$ cat src/rtl/core_flst_pkg.sv
// Shared types and helpers for the multi-pop/multi-push free-pointer list.
package core_flst_pkg;

  typedef enum logic {
    INIT  = 1'b0,
    READY = 1'b1
  } flst_state_t;

  // CPU register map
  localparam logic CPADDR_STATUS = 1'b0;  // {headptr, freecnt}
  localparam logic CPADDR_ERRORS = 1'b1;  // {0.., ovf_err, unf_err}

  // Pointer written into slot idx during self-initialisation. The caller
  // truncates the result to its pointer width.
  function automatic logic [31:0] init_ptr(input logic [7:0]  ofst,
                                           input logic [31:0] idx,
                                           input int          bitaddr);
    logic [31:0] base;
    base = {24'd0, ofst} << bitaddr;
    return base | idx;
  endfunction

endpackage

$ cat src/rtl/core_flst_grant.sv
// In-order grant: walks the request ports 0..NUMPT-1 and grants a port while
// the number already granted (its rank) is below that port's limit. Port 0
// has its own limit so a reserve can be held back for it.
module core_flst_grant #(
  parameter int NUMPT  = 2,
  parameter int BITCNT = 5
) (
  input  logic [NUMPT-1:0]        req,
  input  logic [BITCNT-1:0]       limit0,
  input  logic [BITCNT-1:0]       limitk,
  output logic [NUMPT-1:0]        gnt,
  output logic [NUMPT*BITCNT-1:0] rank,
  output logic [BITCNT-1:0]       count
);

  logic [BITCNT-1:0] acc;

  // Running count of grants; each port sees the count before itself as rank.
  always_comb begin
    acc  = '0;
    gnt  = '0;
    rank = '0;
    for (int k = 0; k < NUMPT; k++) begin
      rank[k*BITCNT +: BITCNT] = acc;
      if (req[k] && (acc < ((k == 0) ? limit0 : limitk))) begin
        gnt[k] = 1'b1;
        acc    = acc + BITCNT'(1);
      end
    end
  end

  assign count = acc;

endmodule

$ cat src/rtl/core_mrnw_flst.sv
// Free-pointer list with ring storage: NUMPOPT same-cycle pop ports,
// NUMPUPT push ports, reserve for pop port 0, sticky errors, CPU access and
// a self-initialisation sequence writing INITWR slots per cycle.
//
// Handshake: a pop is a request (vpop[k]) answered in the same cycle by
// vpo_pvld[k]/vpo_ptr[k]; there is no backpressure, a refused pop is simply
// dropped and flagged in unf_err. Pushes are fire-and-forget; a push that
// does not fit is dropped and flagged in ovf_err.
module core_mrnw_flst
  import core_flst_pkg::*;
#(
  parameter int NUMADDR = 16,
  parameter int BITADDR = 4,
  parameter int BITQPTR = 5,
  parameter int BITQCNT = BITADDR + 1,
  parameter int NUMPOPT = 2,
  parameter int NUMPUPT = 2,
  parameter int INITWR  = 2,
  parameter int RSVCNT  = 0,
  parameter int LOWMARK = 4
) (
  input  logic                         clk,
  input  logic                         rst,
  input  logic [7:0]                   rst_ofst,
  input  logic [NUMPOPT-1:0]           vpop,
  output logic [NUMPOPT-1:0]           vpo_pvld,
  output logic [NUMPOPT*BITQPTR-1:0]   vpo_ptr,
  input  logic [NUMPUPT-1:0]           vpush,
  input  logic [NUMPUPT*BITQPTR-1:0]   vpu_ptr,
  input  logic                         vcpread,
  input  logic                         vcpwrite,
  input  logic                         vcpaddr,
  input  logic [BITADDR+BITQCNT-1:0]   vcpdin,
  output logic                         vcpread_vld,
  output logic [BITADDR+BITQCNT-1:0]   vcpread_dout,
  output logic [BITQCNT-1:0]           freecnt,
  output logic                         lowmark,
  output logic                         ready
);

  localparam int DW = BITADDR + BITQCNT;
  localparam logic [BITADDR-1:0] LASTIDX = BITADDR'(NUMADDR - INITWR);

  logic [BITQPTR-1:0] mem [NUMADDR];

  flst_state_t        state, state_nx;
  logic               init_en, init_last;
  logic               ready_q, active;
  logic [BITADDR-1:0] initidx, headptr, tailptr;
  logic [BITQCNT-1:0] fcnt;
  logic               ovf_err, unf_err;
  logic               rd_vld;
  logic [DW-1:0]      rd_dout;

  logic [NUMPOPT-1:0]         pop_req, pop_gnt;
  logic [NUMPOPT*BITQCNT-1:0] pop_rank;
  logic [BITQCNT-1:0]         pop_cnt, pop_lim0, pop_limk;
  logic [NUMPUPT-1:0]         push_req, push_gnt;
  logic [NUMPUPT*BITQCNT-1:0] push_rank;
  logic [BITQCNT-1:0]         push_cnt, push_lim;
  logic [BITQPTR-1:0]         init_val [INITWR];
  logic                       cpu_load, err_clr, unf_evt, ovf_evt;

  // Traffic is only honoured once ready is visible and reset is not asserted.
  assign active = ready_q & rst;

  // State register.
  always_ff @(posedge clk) begin
    if (!rst) state <= INIT;
    else      state <= state_nx;
  end

  // Next state: leave INIT after the last block of slots is written.
  always_comb begin
    state_nx = state;
    if (state == INIT && initidx == LASTIDX) state_nx = READY;
  end

  // FSM outputs.
  always_comb begin
    init_en   = (state == INIT);
    init_last = (state == INIT) && (initidx == LASTIDX);
  end

  // Pop limits: port 0 may use every free pointer, others leave RSVCNT behind.
  always_comb begin
    pop_req  = vpop & {NUMPOPT{active}};
    pop_lim0 = fcnt;
    pop_limk = (fcnt > BITQCNT'(RSVCNT)) ? fcnt - BITQCNT'(RSVCNT) : '0;
    push_req = vpush & {NUMPUPT{active}};
    // Pushes may refill the slots freed by this cycle's pops.
    push_lim = BITQCNT'(NUMADDR) - fcnt + pop_cnt;
  end

  core_flst_grant #(.NUMPT(NUMPOPT), .BITCNT(BITQCNT)) u_pop_grant (
    .req(pop_req), .limit0(pop_lim0), .limitk(pop_limk),
    .gnt(pop_gnt), .rank(pop_rank), .count(pop_cnt)
  );

  core_flst_grant #(.NUMPT(NUMPUPT), .BITCNT(BITQCNT)) u_push_grant (
    .req(push_req), .limit0(push_lim), .limitk(push_lim),
    .gnt(push_gnt), .rank(push_rank), .count(push_cnt)
  );

  // Pop data comes straight from the ring; pushes of this cycle are not visible.
  always_comb begin : pop_mux
    logic [BITADDR-1:0] ridx;
    vpo_ptr = '0;
    for (int k = 0; k < NUMPOPT; k++) begin
      ridx = headptr + BITADDR'(pop_rank[k*BITQCNT +: BITQCNT]);
      if (pop_gnt[k]) vpo_ptr[k*BITQPTR +: BITQPTR] = mem[ridx];
    end
  end

  // Init values for the INITWR slots written this cycle.
  always_comb begin
    for (int j = 0; j < INITWR; j++)
      init_val[j] = BITQPTR'(init_ptr(rst_ofst, 32'(initidx) + 32'(j), BITADDR));
  end

  always_comb begin
    cpu_load = active && vcpwrite && (vcpaddr == CPADDR_STATUS) &&
               !(|pop_gnt) && !(|push_gnt);
    err_clr  = vcpread && (vcpaddr == CPADDR_ERRORS);
    unf_evt  = |(pop_req & ~pop_gnt);
    ovf_evt  = |(push_req & ~push_gnt);
  end

  // Ring storage: init fill, then accepted pushes at tailptr+rank.
  always_ff @(posedge clk) begin
    if (rst) begin
      if (init_en) begin
        for (int j = 0; j < INITWR; j++)
          mem[initidx + BITADDR'(j)] <= init_val[j];
      end else begin
        for (int k = 0; k < NUMPUPT; k++)
          if (push_gnt[k])
            mem[tailptr + BITADDR'(push_rank[k*BITQCNT +: BITQCNT])] <= vpu_ptr[k*BITQPTR +: BITQPTR];
      end
    end
  end

  // Pointers, count, errors, CPU read path and the registered ready flag.
  always_ff @(posedge clk) begin
    if (!rst) begin
      ready_q <= 1'b0;
      initidx <= '0;
      headptr <= '0;
      tailptr <= '0;
      fcnt    <= '0;
      ovf_err <= 1'b0;
      unf_err <= 1'b0;
      rd_vld  <= 1'b0;
      rd_dout <= '0;
    end else begin
      ready_q <= (state == READY);
      rd_vld  <= vcpread;
      if (vcpread)
        rd_dout <= (vcpaddr == CPADDR_ERRORS) ? DW'({ovf_err, unf_err}) : {headptr, fcnt};
      if (init_en) begin
        initidx <= initidx + BITADDR'(INITWR);
        if (init_last) fcnt <= BITQCNT'(NUMADDR);
      end else if (cpu_load) begin
        headptr <= vcpdin[DW-1:BITQCNT];
        fcnt    <= vcpdin[BITQCNT-1:0];
        tailptr <= vcpdin[DW-1:BITQCNT] + BITADDR'(vcpdin[BITQCNT-1:0]);
      end else if (active) begin
        headptr <= headptr + BITADDR'(pop_cnt);
        tailptr <= tailptr + BITADDR'(push_cnt);
        fcnt    <= fcnt - pop_cnt + push_cnt;
      end
      // An error raised this cycle survives a same-cycle clear.
      unf_err <= (unf_err & ~err_clr) | unf_evt;
      ovf_err <= (ovf_err & ~err_clr) | ovf_evt;
    end
  end

  assign vpo_pvld     = pop_gnt;
  assign vcpread_vld  = rd_vld;
  assign vcpread_dout = rd_dout;
  assign freecnt      = fcnt;
  assign lowmark      = (fcnt <= BITQCNT'(LOWMARK));
  assign ready        = ready_q;

endmodule

$ cat config.mk
export PLATFORM = sky130hd
export DESIGN_NAME = core_mrnw_flst
export DESIGN_NICKNAME = d
export VERILOG_FILES = /design/src/rtl/core_flst_pkg.sv /design/src/rtl/core_flst_grant.sv /design/src/rtl/core_mrnw_flst.sv
export SDC_FILE = /design/constraint.sdc
export NUM_CORES = 1
export LEC_CHECK = 0
export CORE_MARGIN = 3
export CORE_UTILIZATION = 44
export CTS_CLUSTER_SIZE = 30
export DETAILED_ROUTE_END_ITERATION = 16
export PLACE_DENSITY = 0.71
export RECOVER_POWER = 25
export SETUP_SLACK_MARGIN = 0.02
export SKIP_CTS_REPAIR_TIMING = 1
export SLEW_MARGIN = 15
export SYNTH_ARGS = -nofsm -noshare
export SYNTH_HDL_FRONTEND = slang
export SYNTH_SLANG_ARGS = --single-unit
$ cat constraint.sdc
create_clock -name clk -period 6.7 [get_ports clk]
set_input_delay 1.005 -clock clk [delete_from_list [all_inputs] [get_ports clk]]
set_output_delay 1.005 -clock clk [all_outputs]
set_load 0.02 [all_outputs]
# Word level (Yosys, flattened, before mapping)
# Memory sizes are Yosys's and may differ from the RTL's. A register that Yosys moved wholly into a read port is not among the register bits.
# Cells that the tools add are included.
[totals]
ff_bits = 31
latchBits = 0
ramBits = 80
rom_bits = 0
in_bits = 36
out_inout_bits = 29
elab_cells = 110
memories = 1
[op_classes]
n_addsub = 14
mul = 0
div = 0
magnitude_cmp = 6
n_eq_ne = 2
shifts = 0
muxes = 39
bitwise_logic = 16
n_reduce_logical = 22
[memory_table]
columns = ["memory", "depth", "word_bits", "rd", "rd_clocked_by_memory_dff", "write_ports", "line_no", "text"]
rows = [
  ["mem", 16, 5, 2, 1, 2, "core_mrnw_flst.sv:44", "logic [BITQPTR-1:0] mem [NUMADDR];"],
]
[ops]
columns = ["cell", "n"]
rows = [
  ["$mux 5", 11],
  ["$mux 4", 8],
  ["$add 4x4->4", 5],
  ["$mux 1", 19],
  ["$add 5x5->5", 2],
  ["$logic_and 1x1->1", 10],
  ["$lt 1x5->1", 2],
  ["$lt 1x5->1 const A", 2],
  ["$reduce_or 5->1", 2],
  ["$mux 9", 1],
  ["$and 2x2->2", 4],
  ["$reduce_or 2->1", 4],
  ["$add 4x1->5 const B", 1],
  ["$gt 5x1->1 const B", 1],
  ["$le 5x3->1 const B", 1],
  ["$or 5x4->5", 1],
  ["$or 5x5->5", 1],
  ["$sub 5x5->5", 1],
  ["$sub 5x5->5 const A", 1],
  ["$add 1x1->2 const B", 2],
  ["$add 4x1->4 const B", 1],
  ["$add 4x2->4 const B", 1],
  ["$eq 4x4->1 const B", 1],
  ["$not 2->2", 2],
  ["7 further kinds", 15],
]

# Longest topological paths before layout
[depth]
depth_word = 21
depth_mapped = 27
ltp_nobuf = 27

# Modules after synthesis
# Synthesis repeated with hierarchy kept, for this count alone.
[hier_totals]
hier_cells = 687
area_unflattened_um2 = 8082.8
[modules_own_cells]
columns = ["module", "n_inst", "cells_per_inst", "area_each_um2", "seq_area_each_um2"]
rows = [
  ["core_mrnw_flst", 1, 645, 7754.9, 3002.9],
  ["core_flst_grant", 2, 21, 163.9, 0.0],
]

# Least setup slack after synthesis
# No wires, ideal clock.
[synth_timing]
path_type = "input-to-reg"
startpoint = "input rst"
endpoint = "register fcnt[4] (netlist: freecnt[4])"
t_arrival_ps = 5639
required_ps = 6609
slack_ps = 970
cell_stages = 26
path_cell_list = "buf_2 nand2_1 nor2_1 nand3_1 inv_1 ha_1 inv_1 fa_1 nor4bb_1 a311oi_2 nor2_2 nand2_1 and3_1 inv_1 ha_1 inv_1 ha_1 inv_1 ha_1 fa_1 a21oi_1 nor2_1 or3_1 a21oi_1 a211oi_1 a311oi_1"
[synth_between]
elab_cells_between_ends = 36
cone_classes = "add/sub (5); order compare (3); eq/ne (1); mux (11); bitwise (3); reduce/logical (13)"
[synth_lines]
columns = ["element", "line_no", "text"]
rows = [
  ["from (decl)", "core_mrnw_flst.sv:23", "input logic rst,"],
  ["$and 1x1->1 (*)", "core_mrnw_flst.sv:65", "assign active = ready_q & rst;"],
  ["$and 2x2->2 (*)", "core_mrnw_flst.sv:87", "pop_req = vpop & {NUMPOPT{active}};"],
  ["$logic_and 1x1->1", "core_flst_grant.sv:25", "if (req[k] && (acc < ((k == 0) ? limit0 : limitk))) begin"],
  ["$mux 1", "core_flst_grant.sv:25", ""],
  ["$lt 1x5->1", "core_flst_grant.sv:25", ""],
  ["$logic_and 1x1->1 (*)", "core_flst_grant.sv:25", ""],
  ["$mux 1 (*)", "core_flst_grant.sv:25", ""],
  ["via vpo_pvld[1]", "core_mrnw_flst.sv:26", "output logic [NUMPOPT-1:0] vpo_pvld,"],
  ["$reduce_or 2->1 (*)", "core_mrnw_flst.sv:123", "!(|pop_gnt) && !(|push_gnt);"],
  ["$logic_not 1->1 (*)", "core_mrnw_flst.sv:123", ""],
  ["$logic_and 1x1->1 (*)", "core_mrnw_flst.sv:122", "cpu_load = active && vcpwrite && (vcpaddr == CPADDR_STATUS) &&"],
  ["$logic_and 1x1->1 (*)", "core_mrnw_flst.sv:123", ""],
  ["$ne 3x1->1 (no line) or $mux 5 (tied branches)", "-", ""],
  ["$reduce_and 2->1 (no line) or $mux 5 (tied branches)", "-", ""],
  ["to (signal assigned)", "core_mrnw_flst.sv:162", "if (init_last) fcnt <= BITQCNT'(NUMADDR);"],
  ["to (signal assigned)", "core_mrnw_flst.sv:165", "fcnt <= vcpdin[BITQCNT-1:0];"],
  ["to (signal assigned)", "core_mrnw_flst.sv:170", "fcnt <= fcnt - pop_cnt + push_cnt;"],
  ["to (decl)", "core_mrnw_flst.sv:50", "logic [BITQCNT-1:0] fcnt;"],
]
# Mark *: on every way through the listed nets, which the timed path passes. The rest lies on a longest branch. The select of a mux whose other input is x is not followed.
# A chain may end at the register's enable or synchronous reset.

==> results.yml <==
placement:
  pre_cts_slack_ns: 0.297
  gp_congestion: 0.903
  placed_cells: 918
  dp_hpwl_um: 16000
  portBuffers: 57
clocking:
  insertion_delay_ns: 0.42
  cts_buffer_depth: 2
  cts_tree: "built"
  path_clk_slew_ns: 0.05
  cts_num_sinks: 114
  cts-root-buf: "clkbuf_16"
  htree_levels: 4
  cts_made_buffers: 17
timing:
  drv_slew: 18
  fin_crit_ns: 6.18
  rsz0062_at_grt: "false"
  maxClockFrequency_mhz: 162
  finalHoldViolCount: 0
  tightest_slew_ns: 1.61
  slew_headroom: -0.0762
  worst_slack_ns: 0.520
  worst_clock_skew_ns: 0.00731
  finalSetupTns_ns: 0
  finalSetupViolCount: 0
  finalCritPeriodShare: 0.922
run:
  max_cap_violations: 1
synthesis:
  yosysWarnings: 0
  yosysUniqueCellTypes: 64
  ys_ff_latch: 114
  synthTopCellsByArea: "edfxtp_1 32%, mux4_2 13%, mux2i_1 12%"
  synth_edf_count: 80
  yosysSeqAreaShare: 0.404
  syn_area_mm2: 0.00762
  ys_top_cells_by_count: "94 x mux2i_1, 80 x edfxtp_1, 45 x mux4_2, 43 x nor2_1"
  synth-main-ff-cell: "edfxtp_1"
  synth_top_cell_area_share: 0.315
  synth_most_common_cell: "mux2i_1"
  syn-num-nets: 726
  syn_area_per_cell_um2: 11.6
  syn-instance-count: 657
  synth_top_area_cell: "edfxtp_1"
  ys_async_sr_fraction: 0
run_status:
  violations: "max-capacitance violations, max-slew violations"
  status: "finished with violations"
route:
  finalWirelength_um: 22000
  drt-initial-drc-count: 689
  remaining_drc_errors: 0
  drt_first_pass_iters: 5
  wl_per_cell_um: 23.1
  antenna_left: 0
  via_per_inst: 6.20
  vias: 5888
finish:
  drive_above_1_share: 0.158
  antenna_cells: 0
  area_delta_synth_final_pct: 19.1
  stdcell_count: 950
  finalNetCount: 786
global_routing:
  antenna_found_initial: 0
  grt_pass1_vias: 5898
  grt.overflow.total: 0
  grt_pass1_wl_um: 33800
  gr-usage-all-layers: 0.241
  grt_max_degree: 25
pwr:
  power_mw: 1.91
  pwr_density_cell_mw_per_mm2: 210
  leakage_nw: 3.43
  peakVddDrop_mv: 0.204
floorplanning:
  dieWidth_um: 138
  die-area_mm2: 0.0189
  row_count: 47
  io_pins: 65
  die_y_um: 138
  initial_core_util: 0.455
  design.core.area_mm2: 0.0168
setup_path:
  critPathLaunchType: "input pin"
  crit_required_ns: 6.74
  arrival_ns: 6.22
  path_class: "input pin to flop"
  critPathMaxFanout: 17
  crit_path_end_kind: "flop"
hold_path:
  hold_class: "flop to flop"
layout by cell type (no fill, tap or decap), types with 16 or more instances in the layout:
master	count
a211oi_1	16
buf_4	23
a21oi_1	36
ha_1	27
dfxtp_1	34
o21ai_0	18
dlygate4sd3_1	29
mux2i_1	94
nor2_1	44
clkdlybuf4s50_1	28
mux4_2	45
inv_1	36
clkbuf_16	17
nand2_1	34
edfxtp_1	80
layout make-up:
class	count	area, um^2
Clock inverter	12	163
Fill cell	1395	7680
Tap cell	220	275
Timing Repair Buffer	84	758
Sequential cell	114	3080
Clock buffer	20	457
Multi-Input combinational cell	464	4210
Inverter	36	135
state kept, by name, indices dropped and copies added, names as in the netlist, named ones only:
name,count
freecnt,5
ready,1
ovf_err,1
mem,80
unf_err,1
headptr,4
vcpread_dout,9
state,1
vcpread_vld,1
tailptr,4
initidx,3
worst max-delay path, stage by stage:
cell,delay [ns]
dlygate4sd3_1,0.60
nand2_1,0.09
nor2_1,0.20
nand3_1,0.13
ha_1,0.39
inv_1,0.07
ha_1,0.21
fa_1,0.44
nor4bb_1,0.35
a311oi_2,0.12
o311ai_2,1.33
mux2i_1,0.38
inv_1,0.07
o21ai_0,0.83
path summary, 6_finish.rpt:
kind	to	start	slack, ns	cells after the start
worst min-delay path	vcpread_dout[3]	vcpread_dout[3]	0.47	2
worst min register to register	vcpread_dout[3]	vcpread_dout[3]	0.47	2
worst max register to register	mem[0][2]	freecnt[3]	0.80	15
worst max-delay path	mem[0][2]	rst	0.52	14
cells by family (layout without fill, tap and decap cells):
kind of cell,Yosys count,in the layout,synth area share
AND/OR/NAND/NOR,153,153,0.104
multiplexers,141,141,0.259
AO/OA/AOI/OAI,126,126,0.117
flip-flops,114,114,0.404
buffers and inverters,79,152,0.0417
adder cells (fa/ha/maj),34,34,0.0614
XOR/XNOR,10,10,0.0115
layer usage:
metal  up-vias  global-route usage  wire length [um]
met5         -                   0                 0
met2       293               0.397             10800
met3        51              0.0446              1570
met1      2913               0.316              8950
met4         0              0.0909               642
li1       2631                   -                 -
power breakdown:
| group | internal [mW] | switching, mW | total [mW] |
|---|---|---|---|
| logic | 0.0680 | 0.0900 | 0.158 |
| clock network | 0.636 | 0.325 | 0.960 |
| registers | 0.779 | 0.0137 | 0.793 |
through the flow:
step                      cell area, um^2   util  hold WS (ns)
after CTS                            9110  0.543         0.467
after floorplan                      7620      -         0.454
final                                9080  0.542         0.465
after global placement               8490  0.506         0.454
after detailed placement             8490  0.506         0.458
after global routing                 9080  0.542         0.478
(Power assumes the default switching activity.)
